**src/rtl/seq_matcher.sv**
```systemverilog
// Recall checker: stores up to DEPTH 2-bit entries, then matches player presses against them in order.
// Optional inactivity timeout in CHECK is built when SEQ_MATCHER_TIMEOUT_EN is defined.
module seq_matcher #(
  parameter int unsigned DEPTH = 8,
  parameter int unsigned AW = 3,
  parameter int unsigned COUNT_WIDTH = 24,
  parameter logic [COUNT_WIDTH-1:0] TIMEOUT_COUNT = 24'd11999999
) (
  input  logic          clk,
  input  logic          rst_n,
  input  logic          clr,
  input  logic          ld_valid,
  input  logic [1:0]    ld_data,
  input  logic          in_valid,
  input  logic [1:0]    in_data,
  output logic [1:0]    leds,
  output logic          pass,
  output logic          fail,
  output logic          busy,
  output logic [AW:0]   num_seqs,
  output logic [AW:0]   progress
);

  localparam int unsigned NW = AW + 1;

  typedef enum logic [2:0] {
    S_IDLE  = 3'd0,
    S_ARMED = 3'd1,
    S_CHECK = 3'd2,
    S_PASS  = 3'd3,
    S_FAIL  = 3'd4
  } state_t;

  state_t        state, state_d;
  logic [1:0]    mem [DEPTH];
  logic [AW-1:0] w_addr, w_addr_d;
  logic [NW-1:0] idx, idx_d;
  logic [NW-1:0] num_seqs_d, progress_d;
  logic [1:0]    leds_d;
  logic          pass_d, fail_d, busy_d;
  logic          mem_we;
  logic          do_load, do_press;
  logic [NW-1:0] idx_eval;
  logic [1:0]    exp_data;
  logic          hit, last;
  logic          timeout_hit;

`ifdef SEQ_MATCHER_TIMEOUT_EN
  logic [COUNT_WIDTH-1:0] tmo_cnt, tmo_cnt_d;

  // Idle counter only advances while waiting for the next press in CHECK
  always_comb begin
    tmo_cnt_d = '0;
    if (!clr && state == S_CHECK && state_d == S_CHECK && !do_press)
      tmo_cnt_d = tmo_cnt + COUNT_WIDTH'(1);
  end

  always_ff @(posedge clk or negedge rst_n) begin
    if (!rst_n) tmo_cnt <= '0;
    else        tmo_cnt <= tmo_cnt_d;
  end

  assign timeout_hit = (state == S_CHECK) && (tmo_cnt == TIMEOUT_COUNT);
`else
  logic unused_timeout_cfg;
  assign unused_timeout_cfg = ^TIMEOUT_COUNT;
  assign timeout_hit = 1'b0;
`endif

  // A press restarts from entry 0 unless an attempt is already in progress
  assign idx_eval = (state == S_CHECK) ? idx : '0;
  assign exp_data = mem[idx_eval[AW-1:0]];
  assign hit      = (in_data == exp_data);
  assign last     = ((idx_eval + NW'(1)) == num_seqs);
  assign do_press = in_valid && (state != S_IDLE);
  assign do_load  = ld_valid && ((state == S_IDLE) || (state == S_ARMED && !in_valid));

  // Next-state, datapath and registered-output decode
  always_comb begin
    state_d    = state;
    w_addr_d   = w_addr;
    num_seqs_d = num_seqs;
    idx_d      = idx;
    progress_d = progress;
    mem_we     = 1'b0;
    leds_d     = leds;
    pass_d     = 1'b0;
    fail_d     = 1'b0;
    busy_d     = 1'b0;

    if (clr) begin
      state_d    = S_IDLE;
      w_addr_d   = '0;
      num_seqs_d = '0;
      idx_d      = '0;
      progress_d = '0;
    end else if (do_press) begin
      if (!hit) begin
        state_d = S_FAIL;
        idx_d   = '0;
      end else if (last) begin
        state_d    = S_PASS;
        idx_d      = '0;
        progress_d = num_seqs;
      end else begin
        state_d    = S_CHECK;
        idx_d      = idx_eval + NW'(1);
        progress_d = idx_eval + NW'(1);
      end
    end else if (do_load) begin
      mem_we   = 1'b1;
      w_addr_d = w_addr + AW'(1);
      if (num_seqs != NW'(DEPTH))
        num_seqs_d = num_seqs + NW'(1);
      state_d  = S_ARMED;
    end else if (timeout_hit) begin
      state_d = S_FAIL;
      idx_d   = '0;
    end

    case (state_d)
      S_PASS:  leds_d = 2'b01;
      S_FAIL:  leds_d = 2'b10;
      S_CHECK: leds_d = do_press ? in_data : leds;
      default: leds_d = 2'b00;
    endcase
    pass_d = (state_d == S_PASS);
    fail_d = (state_d == S_FAIL);
    busy_d = (state_d == S_CHECK);
  end

  always_ff @(posedge clk or negedge rst_n) begin
    if (!rst_n) begin
      state    <= S_IDLE;
      w_addr   <= '0;
      num_seqs <= '0;
      idx      <= '0;
      progress <= '0;
      leds     <= '0;
      pass     <= 1'b0;
      fail     <= 1'b0;
      busy     <= 1'b0;
    end else begin
      state    <= state_d;
      w_addr   <= w_addr_d;
      num_seqs <= num_seqs_d;
      idx      <= idx_d;
      progress <= progress_d;
      leds     <= leds_d;
      pass     <= pass_d;
      fail     <= fail_d;
      busy     <= busy_d;
    end
  end

  // Sequence store; writes past DEPTH wrap onto the oldest entries
  always_ff @(posedge clk or negedge rst_n) begin
    if (!rst_n) begin
      for (int unsigned i = 0; i < DEPTH; i++) mem[i] <= '0;
    end else if (mem_we) begin
      mem[w_addr] <= ld_data;
    end
  end

endmodule

```
**config.mk**
```make
export PLATFORM = sky130hd
export DESIGN_NAME = seq_matcher
export DESIGN_NICKNAME = d
export VERILOG_FILES = /design/src/rtl/seq_matcher.sv
export SDC_FILE = /design/constraint.sdc
export NUM_CORES = 1
export LEC_CHECK = 0
export ABC_CLOCK_PERIOD_IN_PS = 1900
export CAP_MARGIN = 20
export CORE_MARGIN = 5
export CORE_UTILIZATION = 38
export CTS_CLUSTER_DIAMETER = 50
export DETAILED_ROUTE_END_ITERATION = 10
export PLACE_DENSITY_LB_ADDON = 0.08
export SLEW_MARGIN = 20
export SYNTH_ARGS = -nofsm -noshare
export SYNTH_HDL_FRONTEND = slang
export SYNTH_SLANG_ARGS = --single-unit
```
**constraint.sdc**
```tcl
create_clock -name clk -period 1.9 [get_ports clk]
set_input_delay 0.285 -clock clk [delete_from_list [all_inputs] [get_ports clk]]
set_output_delay 0.285 -clock clk [all_outputs]
set_load 0.02 [all_outputs]
```
== Yosys cells after proc, flatten, opt, wreduce, memory -nomap -nowiden ==
Index checks and enable logic that the tools add are counted.

* Flip-flop bits (word level): 39
* Logic and storage cells: 82

* Reduce and logical (&&, ||, !) cells: 15
* Add/sub/neg operators: 3
* Magnitude comparators: 3
* Equality and inequality tests: 10
* Bitwise operators: 2
* Multiplexer cells: 32

{| class="wikitable"
|+ Operators with widths
! kind !! count
|-
| two-way mux 4 bit || 13
|-
| two-way mux 3 bit || 7
|-
| bitwise mux 16 bit || 1
|-
| == test 3 x 2 -> 1 bit (second input constant) || 3
|-
| adder 4 x 1 -> 4 bit (second input constant) || 2
|-
| greater-or-equal comparator 4 bit (second input constant) || 2
|-
| two-way mux 2 bit || 4
|-
| NOT 3 -> 4 bit || 2
|-
| nonzero test 2 bit || 4
|-
| binary-select mux 2 bit (select 3 bit) || 1
|-
| demux 2 bit (select 3 bit) || 1
|-
| one-hot mux 2 bit (3 select lines) || 1
|-
| == test 4 bit || 1
|-
| logical AND 1 bit || 4
|-
| less-than comparator 4 x 1 -> 1 bit (second input constant) || 1
|-
| two-way mux 1 bit || 4
|-
| inequality test 4 bit (second input constant) || 1
|-
| AND reduction 2 bit || 2
|-
| adder 3 x 1 -> 3 bit (second input constant) || 1
|-
| == test 3 x 1 -> 1 bit (second input constant) || 1
|-
| == test 3 bit (second input constant) || 1
|-
| logical NOT 3 bit || 1
|-
| AND reduction 3 bit || 1
|-
| nonzero test 3 bit || 1
|-
| other kinds (5) || 5
|}

== Depth between registers and ports, before layout ==
* Word-level depth: 12
* Depth in mapped cells: 9

== Worst setup path after synthesis ==
No wires, ideal clock.

* Path kind: flip-flop to flip-flop
* Start: register state[2]
* End: register fail
* Slack: -0.106 ns
* Arrival time: 1.894 ns
* Stages on the path, launching flop included: 8
* Path buffers: 1
* Cell sequence: dfrtp_1 > buf_6 > or3b_4 > a221oi_2 > o21ai_2 > xor2_1 > nor3_4 > a2111oi_2

* Word-level cells in the longest chain between the ends: 11
* Elaborated cells between the ends (all ways): 22
* Classes of those cells: 1 x add/sub; 5 x eq/ne; 9 x mux; 1 x bitwise; 6 x reduce/logical

{| class="wikitable"
|+ Ends and longest elaborated chain
! what !! RTL line !! source
|-
| start, declared || 34 || <nowiki>state_t state, state_d;</nowiki>
|-
| start signal, assigned || 144 || <nowiki>state <= state_d;</nowiki>
|-
| branches (longest 8 deep; another with adder 4 x 1 -> 4 bit) || n/a ||
|-
| two-way mux 3 bit * || 97 || <nowiki>end else if (do_press) begin</nowiki>
|-
| two-way mux 3 bit * || 91 || <nowiki>if (clr) begin</nowiki>
|-
| == test 3 bit * || 128 || <nowiki>fail_d = (state_d == S_FAIL);</nowiki>
|-
| named net fail_d || 40 || <nowiki>logic pass_d, fail_d, busy_d;</nowiki>
|-
| end signal, assigned || 151 || <nowiki>fail <= fail_d;</nowiki>
|-
| end, declared || 18 || <nowiki>output logic fail,</nowiki>
|}

Mark *: on every way through the listed nets, which the timed path passes. The select of a mux whose other input is x is not followed.
A chain may end at the register's enable or synchronous reset.

== Worst setup path in the final report ==
* Start: register state[0]
* End: register state[0]

* Word-level cells in the longest chain between the ends: 10
* Elaborated cells between the ends (all ways): 21
* Classes of those cells: 1 x add/sub; 4 x eq/ne; 9 x mux; 1 x bitwise; 6 x reduce/logical

{| class="wikitable"
|+ Ends and longest elaborated chain
! what !! RTL line
|-
| branches (longest 8 deep; another with adder 4 x 1 -> 4 bit) || n/a
|-
| two-way mux 3 bit * || 97
|-
| two-way mux 3 bit * || 91
|-
| named net state_d[0] || 34
|}

Marks and branches as above.

==> impl_metrics.csv <==
group,metric,value,unit
yosys,synth-main-ff-cell,"dfrtp_1",
placed_design,io_buffers,21,
floorplan,rows,28,
yosys,syn_nets,213,
critical_path,r2r_setup_slack,-0.24,ns
sta,hold_viol_final,0,
cts,cts.sinks,39,
power_and_ir_drop,p_total,2.75,mW
yosys,async_flop_share,1.00,
yosys,synth_most_common_cell,"dfrtp_1",
sta,fmax,468,MHz
placed_design,place_ws,-0.264,ns
sta,fin_crit,2.14,ns
yosys,ys_top_cells_by_area,"dfrtp_1 44%, mux2_2 9.1%, nor2_1 2.9%",
cts,cts_tree,"yes",
power_and_ir_drop,ir_drop,0.000495,V
sta,tns,-2.30,ns
sta,tightest_slew,0.418,ns
detailed_routing,wl,5790,um
sta,rsz0062_at_grt,"yes",
floorplan,initial_core_util,0.384,
cts,cts_made_buffers,5,
yosys,synth_warnings,0,
flow_run,cap_violations,0,
detailed_routing,dr.pass1.iters,4,
detailed_routing,wl_per_cell,17.2,um
cells_and_area,areaGrowthSynthToFinish,45.0,%
critical_path,cp.required,2.08,ns
yosys,synth_area,2230,um^2
cts,worstSkewPairLatency,0.29,ns
cells_and_area,regArea,977,um^2
critical_path,crit_chain,"or3b_4 > a221oi_4 > o21ai_4 > xnor2_4 > nand3_2 > o31ai_1",
critical_path,r2r-end,"state[0]",
yosys,synth.distinct_cells,54,
critical_path,crit_start,"state[0]",
cts,htreeDepth,2,
critical_path,worstSetupStartpointType,"flop",
sta,skew,0.00430,ns
sta,slew_viol_final,0,
floorplan,die_w,86.7,um
status,violations,"negative setup slack",
cells_and_area,drive_above_1_share,0.462,
detailed_routing,vias,1802,
critical_path,reg2reg_depth,6,
cts,clk_pin_slew,0.07,ns
cts,clockBufferDepth,2,
yosys,yosysSeqAreaShare,0.437,
power_and_ir_drop,p_per_area,850,nW/um^2
critical_path,rr_startpoint,"state[0]",
yosys,synth_top_area_share,0.437,
sta,slew_headroom,0.721,
yosys,synth_common_cells,"39 x dfrtp_1, 18 x mux2_2, 17 x nor2_1, 13 x nand2_1, 10 x nand3_1",
global_route,grt_overflow,0,
yosys,netlist_instances,200,
critical_path,cpPeakStageDelay,0.47,ns
detailed_routing,drt_iter0_markers,94,
global_route,grt_max_degree,40,
detailed_routing,antenna_left,0,
detailed_routing,drc,0,
critical_path,worstPathArrival,2.32,ns
yosys,synth_seq_cells,39,
cells_and_area,fillers,515,
critical_path,critPathMaxFanout,6,
cells_and_area,antenna_cells,0,
placed_design,dp_hpwl,3970,um
critical_path,crit_type,"flop to flop",
cells_and_area,multi_input_area,1500,um^2
detailed_routing,vias_per_cell,5.35,
global_route,grt_pass1_vias,1913,
floorplan,core,5820,um^2
critical_path,end_kind,"flop",
cells_and_area,final_nets,274,
floorplan,design.portCount,22,
yosys,synth_edf_count,0,
sta,hold_slack,0.497,ns
status,outcome,"finished with violations",
placed_design,place_congestion,0.880,
sta,setup_ws,-0.237,ns
yosys,syn_avg_cell_area,11.2,um^2
global_route,grt_pass1_wl,9340,um
global_route,groute.usage.overall,0.160,
sta,setup_viol,16,
cts,root_buffer,"clkbuf_8",
floorplan,die_area,7510,um^2
sta,timing.final.crit_share,1.12,
floorplan,die_y,86.7,um
critical_path,crit_slowest_cell,"or3b_4",
power_and_ir_drop,power.leakage,1.36,nW
yosys,netlist.top_cell.by_area,"dfrtp_1",
min_path,min_path_type,"primary input to asynchronous set/reset pin",
global_route,antenna_found_initial,0,
cell usage in the layout, fill, tap and decap left out, types with 3 or more instances in the layout:
cell type and count:
clkbuf_8 5, nand2b_1 5, a211oi_2 3, nor2_4 4, buf_6 8, xnor2_1 4
nand3_4 3, mux2_2 14, clkdlybuf4s50_1 20, xnor2_2 4, nand4_1 3, nand3_1 8
a21oi_2 5, nor2_1 11, buf_4 29, inv_1 5, nand2_1 12, o31ai_2 5
mux2_4 4, xor2_1 4, dfrtp_1 38, ha_1 3, o21ai_0 4
layer usage:
layer | global-route usage | up-vias | share of wire
met5 | 0 | - | 0
met1 | 0.216 | 916 | 0.47
met4 | 0.0382 | 0 | 0.014
li1 | - | 847 | -
met2 | 0.261 | 31 | 0.49
met3 | 0.0342 | 8 | 0.034
final cells by class:
cell class,instances,area share
Clock buffer,7,0.0236
Clock inverter,1,0.00155
Inverter,5,0.00580
Multi-Input combinational cell,149,0.464
Sequential cell,39,0.302
Tap cell,75,0.0290
Timing Repair Buffer,61,0.174
state kept, by name, indices dropped and copies added (netlist names):
register  flops
mem          16
progress      4
w_addr        3
state         3
busy          1
leds          2
idx           4
pass          1
num_seqs      4
fail          1
logic make-up after synthesis:
family | share of synthesized area
compound gates | 0.129
fa+ha+maj | 0.0224
buf+inv | 0.0291
mux | 0.122
xor+xnor | 0.0740
simple gates | 0.187
flops | 0.437
power breakdown:
| part | internal, mW | total [mW] | switching (mW) |
|---|---|---|---|
| registers | 0.942 | 1.04 | 0.0978 |
| logic | 0.581 | 1.18 | 0.596 |
| clock network | 0.258 | 0.535 | 0.278 |
| total | 1.78 | 2.75 | 0.971 |
stage by stage:
| stage | instance area [um^2] | util | cells |
|---|---|---|---|
| after global routing | 3240 | 0.557 | 337 |
| after CTS | 2940 | 0.506 | 335 |
| final | 3240 | 0.557 | 337 |
| after detailed placement | 2720 | 0.468 | 317 |
| after global placement | 2720 | 0.468 | 317 |
| after floorplan | 2250 | - | 200 |
critical path: cells and delay by family (launching register included):
family | cells | cell delay, ns
simple gates | 2 | 0.66
compound gates | 3 | 0.68
flops | 1 | 0.42
xor+xnor | 1 | 0.27
how the worst max path moves through the flow:
stage	end	cells after the start
detailed placement	progress[2]	7
CTS	progress[0]	7
finish	state[0]	6
global route	idx[0]	7
floorplan	idx[0]	7
global placement	progress[2]	7
repair_timing:
item                       in CTS  in global routing
pin swaps                      14                 15
resized for setup              16                 48
hold buffers                    1                  0
setup endpoints to repair      20                 27
buffers inserted                9                  3
hold endpoints to repair       39                  0
No activity file was read; power rests on OpenSTA's default activity.
